--- config.mk ---
export PLATFORM = sky130hd
export DESIGN_NAME = stop_watch_lap_mem
export DESIGN_NICKNAME = d
export VERILOG_FILES = /design/src/rtl/stop_watch_lap_mem.sv
export SDC_FILE = /design/constraint.sdc
export NUM_CORES = 1
export LEC_CHECK = 0
export ABC_AREA = 1
export ABC_CLOCK_PERIOD_IN_PS = 8100
export BUFFER_PORTS_ARGS = -buffer_cell sky130_fd_sc_hd__buf_4
export CAP_MARGIN = 20
export CORE_UTILIZATION = 35
export DETAILED_ROUTE_END_ITERATION = 7
export RECOVER_POWER = 50
export SLEW_MARGIN = 20
export SYNTH_ARGS = -nofsm -noshare
export SYNTH_HDL_FRONTEND = slang
export SYNTH_SLANG_ARGS = --single-unit
--- constraint.sdc ---
create_clock -name clk -period 8.1 [get_ports clk]
set_input_delay 1.215 -clock clk [delete_from_list [all_inputs] [get_ports clk]]
set_output_delay 1.215 -clock clk [all_outputs]
set_load 0.02 [all_outputs]
--- src/rtl/stop_watch_lap_mem.sv ---
// ss.cc stopwatch with debounced start/lap/recall buttons and lap memory.
// A lap snapshot can be recalled to the 4-digit BCD display.
module stop_watch_lap_mem #(
   parameter  int CLK_FREQ_HZ = 100_000_000,
   parameter  int TICK_HZ     = 100,
   parameter  int LAP_DEPTH   = 8,
   parameter  int DEB_BITS    = 17,
   localparam int CNT_W       = $clog2(LAP_DEPTH + 1),
   localparam int IDX_W       = (LAP_DEPTH > 1) ? $clog2(LAP_DEPTH) : 1
) (
   input  logic             clk,
   input  logic             rst_p,
   input  logic [2:0]       btn,
   output logic [15:0]      disp_bcd,
   output logic             running,
   output logic             view_mode,
   output logic [CNT_W-1:0] lap_cnt,
   output logic [IDX_W-1:0] view_idx,
   output logic             lap_full
);

   localparam int DIV  = CLK_FREQ_HZ / TICK_HZ;
   localparam int PS_W = $clog2(DIV);
   localparam logic [PS_W-1:0] PS_LAST = PS_W'(DIV - 1);

   typedef enum logic [1:0] {
      S_IDLE  = 2'd0,
      S_RUN   = 2'd1,
      S_PAUSE = 2'd2,
      S_VIEW  = 2'd3
   } state_t;

   // Advance {sec10, sec1, cs10, cs1} by one centisecond; 59.99 rolls to 00.00.
   function automatic logic [15:0] bcd_inc(input logic [15:0] t);
      logic [15:0] n;
      n = t;
      if (t[3:0] != 4'd9) begin
         n[3:0] = t[3:0] + 4'd1;
      end else begin
         n[3:0] = 4'd0;
         if (t[7:4] != 4'd9) begin
            n[7:4] = t[7:4] + 4'd1;
         end else begin
            n[7:4] = 4'd0;
            if (t[11:8] != 4'd9) begin
               n[11:8] = t[11:8] + 4'd1;
            end else begin
               n[11:8]  = 4'd0;
               n[15:12] = (t[15:12] != 4'd5) ? t[15:12] + 4'd1 : 4'd0;
            end
         end
      end
      return n;
   endfunction

   logic [DEB_BITS-1:0] deb_div_r;
   logic [2:0]          btn_smp_r;
   logic [2:0]          btn_prev_r;
   logic [2:0]          pulse_s;
   logic                start_s, lap_s, rcl_s, tick_s;
   logic [PS_W-1:0]     ps_r;
   logic [15:0]         time_r;
   logic [15:0]         disp_r;
   logic [15:0]         mem_r [LAP_DEPTH];
   logic [CNT_W-1:0]    lap_cnt_r;
   logic [CNT_W-1:0]    last_idx_s;
   logic [IDX_W-1:0]    view_idx_r, idx_nx;
   logic                lap_full_r, running_r, view_mode_r;
   logic                lap_wr_s, lap_drop_s, clear_s, has_laps_s;
   state_t              state_r, state_nx, ret_r, ret_nx;

   // Slow sampling of the raw buttons plus rising-edge detection.
   always_ff @(posedge clk or posedge rst_p) begin
      if (rst_p) begin
         deb_div_r  <= {DEB_BITS{1'b0}};
         btn_smp_r  <= 3'b000;
         btn_prev_r <= 3'b000;
      end else begin
         deb_div_r  <= deb_div_r + DEB_BITS'(1'b1);
         if (deb_div_r == {DEB_BITS{1'b1}}) begin
            btn_smp_r <= btn;
         end
         btn_prev_r <= btn_smp_r;
      end
   end

   assign pulse_s    = btn_smp_r & ~btn_prev_r;
   assign start_s    = pulse_s[0];
   assign lap_s      = pulse_s[1] & ~pulse_s[0];
   assign rcl_s      = pulse_s[2] & ~pulse_s[1] & ~pulse_s[0];
   assign tick_s     = (state_r == S_RUN) && (ps_r == PS_LAST);
   assign has_laps_s = (lap_cnt_r != {CNT_W{1'b0}});
   assign last_idx_s = lap_cnt_r - CNT_W'(1'b1);

   // Control state, return state and recall index registers.
   always_ff @(posedge clk or posedge rst_p) begin
      if (rst_p) begin
         state_r    <= S_IDLE;
         ret_r      <= S_IDLE;
         view_idx_r <= {IDX_W{1'b0}};
      end else begin
         state_r    <= state_nx;
         ret_r      <= ret_nx;
         view_idx_r <= idx_nx;
      end
   end

   // Next-state decode; only the winning button pulse reaches this logic.
   always_comb begin
      state_nx   = state_r;
      ret_nx     = ret_r;
      idx_nx     = view_idx_r;
      lap_wr_s   = 1'b0;
      lap_drop_s = 1'b0;
      clear_s    = 1'b0;
      case (state_r)
         S_IDLE: begin
            if (start_s) begin
               state_nx = S_RUN;
            end else if (rcl_s && has_laps_s) begin
               state_nx = S_VIEW;
               ret_nx   = S_IDLE;
               idx_nx   = {IDX_W{1'b0}};
            end else begin
               state_nx = S_IDLE;
            end
         end
         S_RUN: begin
            if (start_s) begin
               state_nx = S_PAUSE;
            end else if (lap_s) begin
               if (lap_cnt_r == CNT_W'(LAP_DEPTH)) begin
                  lap_drop_s = 1'b1;
               end else begin
                  lap_wr_s = 1'b1;
               end
            end else begin
               state_nx = S_RUN;
            end
         end
         S_PAUSE: begin
            if (start_s) begin
               state_nx = S_RUN;
            end else if (lap_s) begin
               clear_s  = 1'b1;
               state_nx = S_IDLE;
            end else if (rcl_s && has_laps_s) begin
               state_nx = S_VIEW;
               ret_nx   = S_PAUSE;
               idx_nx   = {IDX_W{1'b0}};
            end else begin
               state_nx = S_PAUSE;
            end
         end
         S_VIEW: begin
            if (start_s) begin
               state_nx = ret_r;
               idx_nx   = {IDX_W{1'b0}};
            end else if (rcl_s) begin
               if (CNT_W'(view_idx_r) == last_idx_s) begin
                  state_nx = ret_r;
                  idx_nx   = {IDX_W{1'b0}};
               end else begin
                  idx_nx = view_idx_r + IDX_W'(1'b1);
               end
            end else begin
               state_nx = S_VIEW;
            end
         end
         default: begin
            state_nx = S_IDLE;
            ret_nx   = S_IDLE;
            idx_nx   = {IDX_W{1'b0}};
         end
      endcase
   end

   // Prescaler, BCD time, lap bookkeeping and registered display/status.
   always_ff @(posedge clk or posedge rst_p) begin
      if (rst_p) begin
         ps_r        <= {PS_W{1'b0}};
         time_r      <= 16'h0000;
         lap_cnt_r   <= {CNT_W{1'b0}};
         lap_full_r  <= 1'b0;
         disp_r      <= 16'h0000;
         running_r   <= 1'b0;
         view_mode_r <= 1'b0;
      end else begin
         if (clear_s) begin
            ps_r       <= {PS_W{1'b0}};
            time_r     <= 16'h0000;
            lap_cnt_r  <= {CNT_W{1'b0}};
            lap_full_r <= 1'b0;
         end else begin
            if (state_r == S_RUN) begin
               ps_r <= tick_s ? {PS_W{1'b0}} : ps_r + PS_W'(1'b1);
            end
            if (tick_s) begin
               time_r <= bcd_inc(time_r);
            end
            if (lap_wr_s) begin
               lap_cnt_r <= lap_cnt_r + CNT_W'(1'b1);
            end
            if (lap_drop_s) begin
               lap_full_r <= 1'b1;
            end
         end
         disp_r      <= (state_r == S_VIEW) ? mem_r[view_idx_r] : time_r;
         running_r   <= (state_nx == S_RUN);
         view_mode_r <= (state_nx == S_VIEW);
      end
   end

   // Lap storage; the pre-tick time is captured even when a tick coincides.
   always_ff @(posedge clk or posedge rst_p) begin
      if (rst_p) begin
         for (int i = 0; i < LAP_DEPTH; i++) begin
            mem_r[i] <= 16'h0000;
         end
      end else if (lap_wr_s) begin
         mem_r[lap_cnt_r[IDX_W-1:0]] <= time_r;
      end
   end

   assign disp_bcd  = disp_r;
   assign running   = running_r;
   assign view_mode = view_mode_r;
   assign lap_cnt   = lap_cnt_r;
   assign view_idx  = view_idx_r;
   assign lap_full  = lap_full_r;

endmodule

==> flow_summary.json, run 1 <==
{
  "gp_congestion": 0.808,
  "swShare_pct": 20.6,
  "syn_avg_cell_area_um2": 8.57,
  "p_seq_share_pct": 46.8,
  "insertion_delay_ns": 0.52,
  "stdcell_count": 1549,
  "start_util_pct": 35.5,
  "path_clk_slew_ns": 0.06,
  "reg2reg_from": "view_idx[1]",
  "r2r_slack_ns": 4.06,
  "ctsResizeCount": 0,
  "crit_end": "view_mode",
  "yosysWarnings": 0,
  "critical_path.most_common_cell": "nand2_1",
  "synth_edf_count": 0,
  "setup_tns_ns": 0,
  "grt_pass1_wl_mm": 39.6,
  "p_clk_share_pct": 52.2,
  "slowest_stage": "clkbuf_1",
  "cp_data_required_time_ns": 8.57,
  "rsz0062_at_grt": "no",
  "place_area_um2": 10400,
  "final_area_um2": 11200,
  "netlist.area_leader.share_pct": 54.8,
  "yosys-top-cells-count": "238 x o21ai_0, 235 x nand2_1, 216 x dfrtp_1",
  "worstSetupStartpointType": "flop",
  "p_per_area_nw_per_um2": 206,
  "ir_worst_vdd_uv": 155,
  "antenna_left": 0,
  "vias_per_cell": 5.03,
  "core-area_um2": 27800,
  "io_buffers": 30,
  "r2r_end": "view_mode",
  "synth_top_family_by_area": "simple AND/OR/NAND/NOR gates",
  "setup_viol": 0,
  "tightest_slew_ns": 3.66,
  "synth.area.mux_share_pct": 0.114,
  "syn_inst": 1151,
  "hp-class": "reg2reg",
  "ys_types": 36,
  "n_antenna_cell": 0,
  "layout-drive-gt1-share_pct": 6.83,
  "power.switching_mw": 0.476,
  "period_minus_slack_ns": 4.04,
  "hold_ws_ns": 0.371,
  "pin_count": 31,
  "clock-sinks": 216,
  "drt_iter0_markers": 505,
  "post-cts-setup-buffer-count": 0,
  "syn2layout_area_growth_pct": 13.6,
  "power.total_mw": 2.31,
  "cp-end-kind": "flop",
  "groute.usage.overall_pct": 16.9,
  "drc": 0,
  "synth_area_leaders": "dfrtp_1 55%, o21ai_0 12%, nand2_1 8.9%",
  "pwr-share-comb_pct": 1.0,
  "yosys_register_bits": 216,
  "finish.utilization_pct": 40.3,
  "dp.cells": 1503,
  "setup_slack_ns": 4.06,
  "max_stage_delay_ns": 1.39,
  "die_height_um": 170,
  "p_int_mw": 1.83,
  "synth.most_common_cell": "o21ai_0",
  "worst-path-max-fanout": 37,
  "htreeDepth": 1,
  "status": "finished with violations",
  "cp_cell_sequence": "clkbuf_1 -> inv_1 -> nand2_1 -> nand2_1 -> nand2_1 -> inv_1 -> nand3_1 -> nand2_1 -> nand3_1 -> nand2_1 -> nand3_1 -> nand2_1 -> inv_1",
  "dp_hpwl_mm": 14.1,
  "leakage_nw": 5.03,
  "relSlewSlack_pct": -145,
  "slew_viol_final": 121,
  "ys_seq_area_share_pct": 54.8,
  "cp.arrival_ns": 4.51,
  "n_fill_cell": 2821,
  "die_w_um": 170,
  "violations": "max-capacitance violations, max-slew violations",
  "num-nets-final": 1169,
  "critical_path_class": "reg2reg",
  "post-place-ws_ns": 5.11,
  "die_area_um2": 28900,
  "wl_per_cell_um": 15.1,
  "grt_pass1_vias": 7655,
  "fmax_mhz": 247,
  "critPathLaunch": "view_idx[1]",
  "grt_antenna_before_repair": 0,
  "seq_area_um2": 5410,
  "fin_worst_skew_ns": 0.0159,
  "first_pass_iters": 6,
  "vias": 7797,
  "grt_max_degree": 83,
  "maxCapViolations": 2,
  "synth_area_um2": 9870,
  "finalWirelength_mm": 23.3,
  "cts_buffer_depth": 3,
  "synth_fa_ha_area_share_pct": 1.52,
  "hold_buffers": 0,
  "synth_xor_area_share_pct": 1.60,
  "synth_top_area_cell": "dfrtp_1",
  "cts_root_buffer": "clkbuf_16",
  "grt.overflow.total": 0,
  "fp-row-count": 61,
  "numCtsBuffers": 25,
  "syn_nets": 1168,
  "cts_tree": "yes",
  "dominantRegCellSynth": "dfrtp_1",
  "multi_input_area_um2": 3930,
  "async_reset_ff_share_pct": 100,
  "yosys.area_share.simple_pct": 19.3,
  "synth_compound_area_share_pct": 17.2,
  "hold_viol": 0,
  "period_share_pct": 49.9,
  "ff2ff_path_depth": 13
}
critical path: cells and delay by family, from the launching register on:
| kind | cells | cell delay [ns] |
|---|---|---|
| and+or+nand+nor | 9 | 0.91 |
| buffers and inverters | 4 | 2.70 |
| DFF | 1 | 0.32 |
power groups by stage:
stage | registers, mW | logic, mW | clock network, mW
2_1_floorplan | 1.10 | 0.0156 | 0
3_3_place_gp | 1.10 | 0.0252 | 0
3_5_place_dp | 1.10 | 0.0253 | 0
4_1_cts | 1.08 | 0.0253 | 1.23
5_1_grt | 1.08 | 0.0279 | 1.27
6_report | 1.08 | 0.0227 | 1.21
layout by cell type (no fill, tap or decap), types with 2 or more instances in the layout:
cell type   netlist  layout
inv_6             0       2
nand2_2           3       3
xor2_1           12      12
nor4_1            4       4
nand3_1          49      47
clkinv_1          2       2
o21ai_1           7       7
nor2_1          119     119
inv_2             2       3
dfrtp_1         216     215
o21ai_0         238     238
clkbuf_8          0       6
o22ai_1          14      14
o221ai_1         20      20
o211ai_1         12      12
clkbuf_1         54      25
inv_1            70      68
or2_2             4       4
nand3_2           2       4
clkinvlp_4        0       2
xnor2_1           6       6
ha_1             12      12
clkinv_2          0       4
nor3b_1           5       5
clkbuf_16         0      25
nor3_1           17      17
nand4_1          12      12
bufinv_16         0       4
nand2_1         235     235
buf_4             1      16
o21a_1            4       4
a21oi_1          12      12
logic make-up (layout without fill, tap and decap cells):
kind of cell,Yosys count,count (layout)
simple gates,453,453
mux,1,1
compound gates,311,311
buf+inv,140,160
flops,216,216
fa+ha+maj,12,12
xor+xnor,18,18
routing by layer:
metal	vias up	global-route usage (%)	wire (um)
met2	112	28.4	11000
li1	3866	-	-
met4	0	4.00	319
met1	3794	22.7	11100
met5	-	0	0
met3	25	2.60	913
worst min-delay path by stage:
stage,start,to,slack (ns),cells after the start
floorplan,btn_smp_r[0],btn_prev_r[0],0.35,0
global placement,btn_smp_r[2],btn_prev_r[2],0.36,0
detailed placement,btn_smp_r[2],btn_prev_r[2],0.36,0
CTS,btn_smp_r[2],btn_prev_r[2],0.37,0
global route,btn_smp_r[2],btn_prev_r[2],0.39,0
finish,btn_smp_r[2],btn_prev_r[2],0.37,0
registers in the layout (all words and copies together) (netlist names), 2 cells and up:
register and flops:
disp_bcd 16, time_r 16, lap_cnt 4, btn_smp_r 3, deb_div_r 17, ps_r 20, btn_prev_r 3, state_r 2
mem_r 128, view_idx 3
layout make-up:
cell class / instances / area share, %
clock buffers: 34 / 6.42
multi-input cells: 795 / 35.1
inverters: 74 / 2.49
well taps: 378 / 4.22
repair buffers: 40 / 2.01
clock inverters: 12 / 1.54
flip-flops and latches: 216 / 48.2
No activity file was read; power rests on OpenSTA's default activity.
==> run 2: changes to the inputs <==
--- a/config.mk
+++ b/config.mk
@@ -6,7 +6,7 @@
 export NUM_CORES = 1
 export LEC_CHECK = 0
 export ABC_AREA = 1
-export ABC_CLOCK_PERIOD_IN_PS = 8100
+export ABC_CLOCK_PERIOD_IN_PS = 4200
 export BUFFER_PORTS_ARGS = -buffer_cell sky130_fd_sc_hd__buf_4
 export CAP_MARGIN = 20
 export CORE_UTILIZATION = 35
==> constraint.sdc (replaced) <==
create_clock -name clk -period 4.2 [get_ports clk]
set_input_delay 0.63 -clock clk [delete_from_list [all_inputs] [get_ports clk]]
set_output_delay 0.63 -clock clk [all_outputs]
set_load 0.02 [all_outputs]
==> run 2 against run 1 <==
Effect of this change:
- the flow still finishes with violations (max-capacitance violations, max-slew violations)
- cell count increased by 0.19%
- sequential share of layout area fell by 0.23 points
- core utilization up 0.19 points
- total power grew 90%
- setup slack lost 2.6 ns
- non-clock buffer count up 3
- die area stayed put
- via count hardly changed
- clock power increased by 87%
- highest routed layer unchanged
==> flow_summary.json, run 2 (synthesis gave the netlist of run 1 again) <==
{
  "grt_max_degree": 165,
  "syn2layout_area_growth_pct": 14.1,
  "fin_worst_skew_ns": 0.0137,
  "ir_worst_vdd_uv": 252,
  "place_area_um2": 10400,
  "period_share_pct": 64.9,
  "setup_slack_ns": 1.48,
  "leakage_nw": 5.11,
  "grt_pass1_vias": 7649,
  "start_util_pct": 35.5,
  "vias": 7802,
  "violations": "max-capacitance violations, max-slew violations",
  "n_fill_cell": 2842,
  "slew_viol_final": 218,
  "fmax_mhz": 367,
  "hp-class": "in2reg",
  "final_cell_mix": "238 x o21ai_0, 235 x nand2_1, 215 x dfrtp_1",
  "numCtsBuffers": 25,
  "setup_tns_ns": 0,
  "cts_buffer_depth": 3,
  "max_stage_delay_ns": 0.58,
  "post-cts-setup-buffer-count": 0,
  "grt_pass1_wl_mm": 39.4,
  "n_antenna_cell": 0,
  "critical_path_class": "reg2reg",
  "min-delay-start": "btn[0]",
  "vias_per_cell": 5.03,
  "cp_data_required_time_ns": 4.61,
  "power.total_mw": 4.38,
  "maxCapViolations": 2,
  "worst-path-max-fanout": 32,
  "hold_buffers": 0,
  "insertion_delay_ns": 0.52,
  "largest_reg_flops": 128,
  "htreeDepth": 1,
  "regMostFlops": "mem_r",
  "final_area_um2": 11300,
  "grt.overflow.total": 0,
  "die_height_um": 170,
  "post-place-ws_ns": 1.49,
  "antenna_left": 0,
  "cp_cell_sequence": "inv_1 -> ha_1 -> nand2_2 -> nor2_1 -> nor3_4 -> inv_2 -> nor2_8 -> nand3_2 -> o21ai_0",
  "path_clk_slew_ns": 0.06,
  "reg_top3": "mem_r (128), ps_r (20), deb_div_r (17)",
  "finalWirelength_mm": 23.0,
  "layout-drive-gt1-share_pct": 8.26,
  "relSlewSlack_pct": -82.6,
  "r2r_slack_ns": 1.48,
  "reg2reg_from": "lap_cnt[0]",
  "cts_root_buffer": "clkbuf_16",
  "setup_viol": 0,
  "layout.cells.most_common": "o21ai_0",
  "critPathLaunch": "lap_cnt[0]",
  "tightest_slew_ns": 2.74,
  "hold_viol": 0,
  "worstSetupStartpointType": "flop",
  "ctsResizeCount": 0,
  "rsz0062_at_grt": "no",
  "fp-row-count": 61,
  "wl_per_cell_um": 14.8,
  "drt_iter0_markers": 672,
  "pin_count": 31,
  "die_w_um": 170,
  "num-nets-final": 1172,
  "groute.usage.overall_pct": 16.8,
  "clock-sinks": 216,
  "dp_hpwl_mm": 13.6,
  "status": "finished with violations",
  "grt_antenna_before_repair": 0,
  "period_minus_slack_ns": 2.72,
  "core-area_um2": 27800,
  "p_per_area_nw_per_um2": 389,
  "cp-end-kind": "flop",
  "first_pass_iters": 5,
  "slowest_stage": "dfrtp_1",
  "cp.arrival_ns": 3.14,
  "io_buffers": 30,
  "gp_congestion": 0.771,
  "die_area_um2": 28900,
  "cts_tree": "yes",
  "drc": 0
}
[run 2: cell count changes in the layout (fill, tap and decap cells not counted), sizes merged]
cell	previous run	this run
clkbuf	57	39
buf	17	40
inv	73	72
clkinv	6	5
[run 2: final timing paths]
check | end | cells after the start
setup / recovery | mem_r[23] | 9
hold / removal | btn_smp_r[0] | 3
setup reg to reg | mem_r[23] | 9
hold reg to reg | btn_prev_r[1] | 0
max in group asynchronous | ps_r[15] | 3
min in group asynchronous | view_idx[0] | 3
[run 2: layout make-up]
class                           instances  area (um2)  area share (%)
Clock buffer                           36         707            6.28
Clock inverter                         10         159            1.41
Inverter                               74         279            2.48
Multi-Input combinational cell        795        3920            34.8
Sequential cell                       216        5410            48.0
Tap cell                              378         473            4.20
Timing Repair Buffer                   43         315            2.80
[run 2: report_power, final]
part           internal [mW]  total, mW  switching [mW]
clock                   1.41       2.26           0.844
combinational        0.00267     0.0420          0.0393
sequential              2.08       2.08               0
total                   3.50       4.38           0.883
[run 2: per-layer routing]
layer	up-vias	global-route usage (%)	wire, um
li1	3871	-	-
met5	-	0	0
met3	25	2.37	932
met4	0	4.00	324
met2	135	27.7	10500
met1	3771	23.3	11200
[run 2: worst max-delay path: cells and delay by family, from the launching register on]
family | cells | cell delay (ns)
DFF | 1 | 0.58
buffers and inverters | 2 | 0.30
AOI/OAI and AO/OA | 1 | 0.37
and+or+nand+nor | 5 | 1.07
adders and majority gates | 1 | 0.28
[run 2: per-stage QoR]
step | cells | hold slack, ns | util, %
floorplan | 1151 | 0.354 | -
global placement | 1506 | 0.357 | 37.5
detailed placement | 1506 | 0.359 | 37.5
CTS | 1552 | 0.289 | 40.6
global route | 1552 | 0.312 | 40.5
finish | 1552 | 0.305 | 40.5
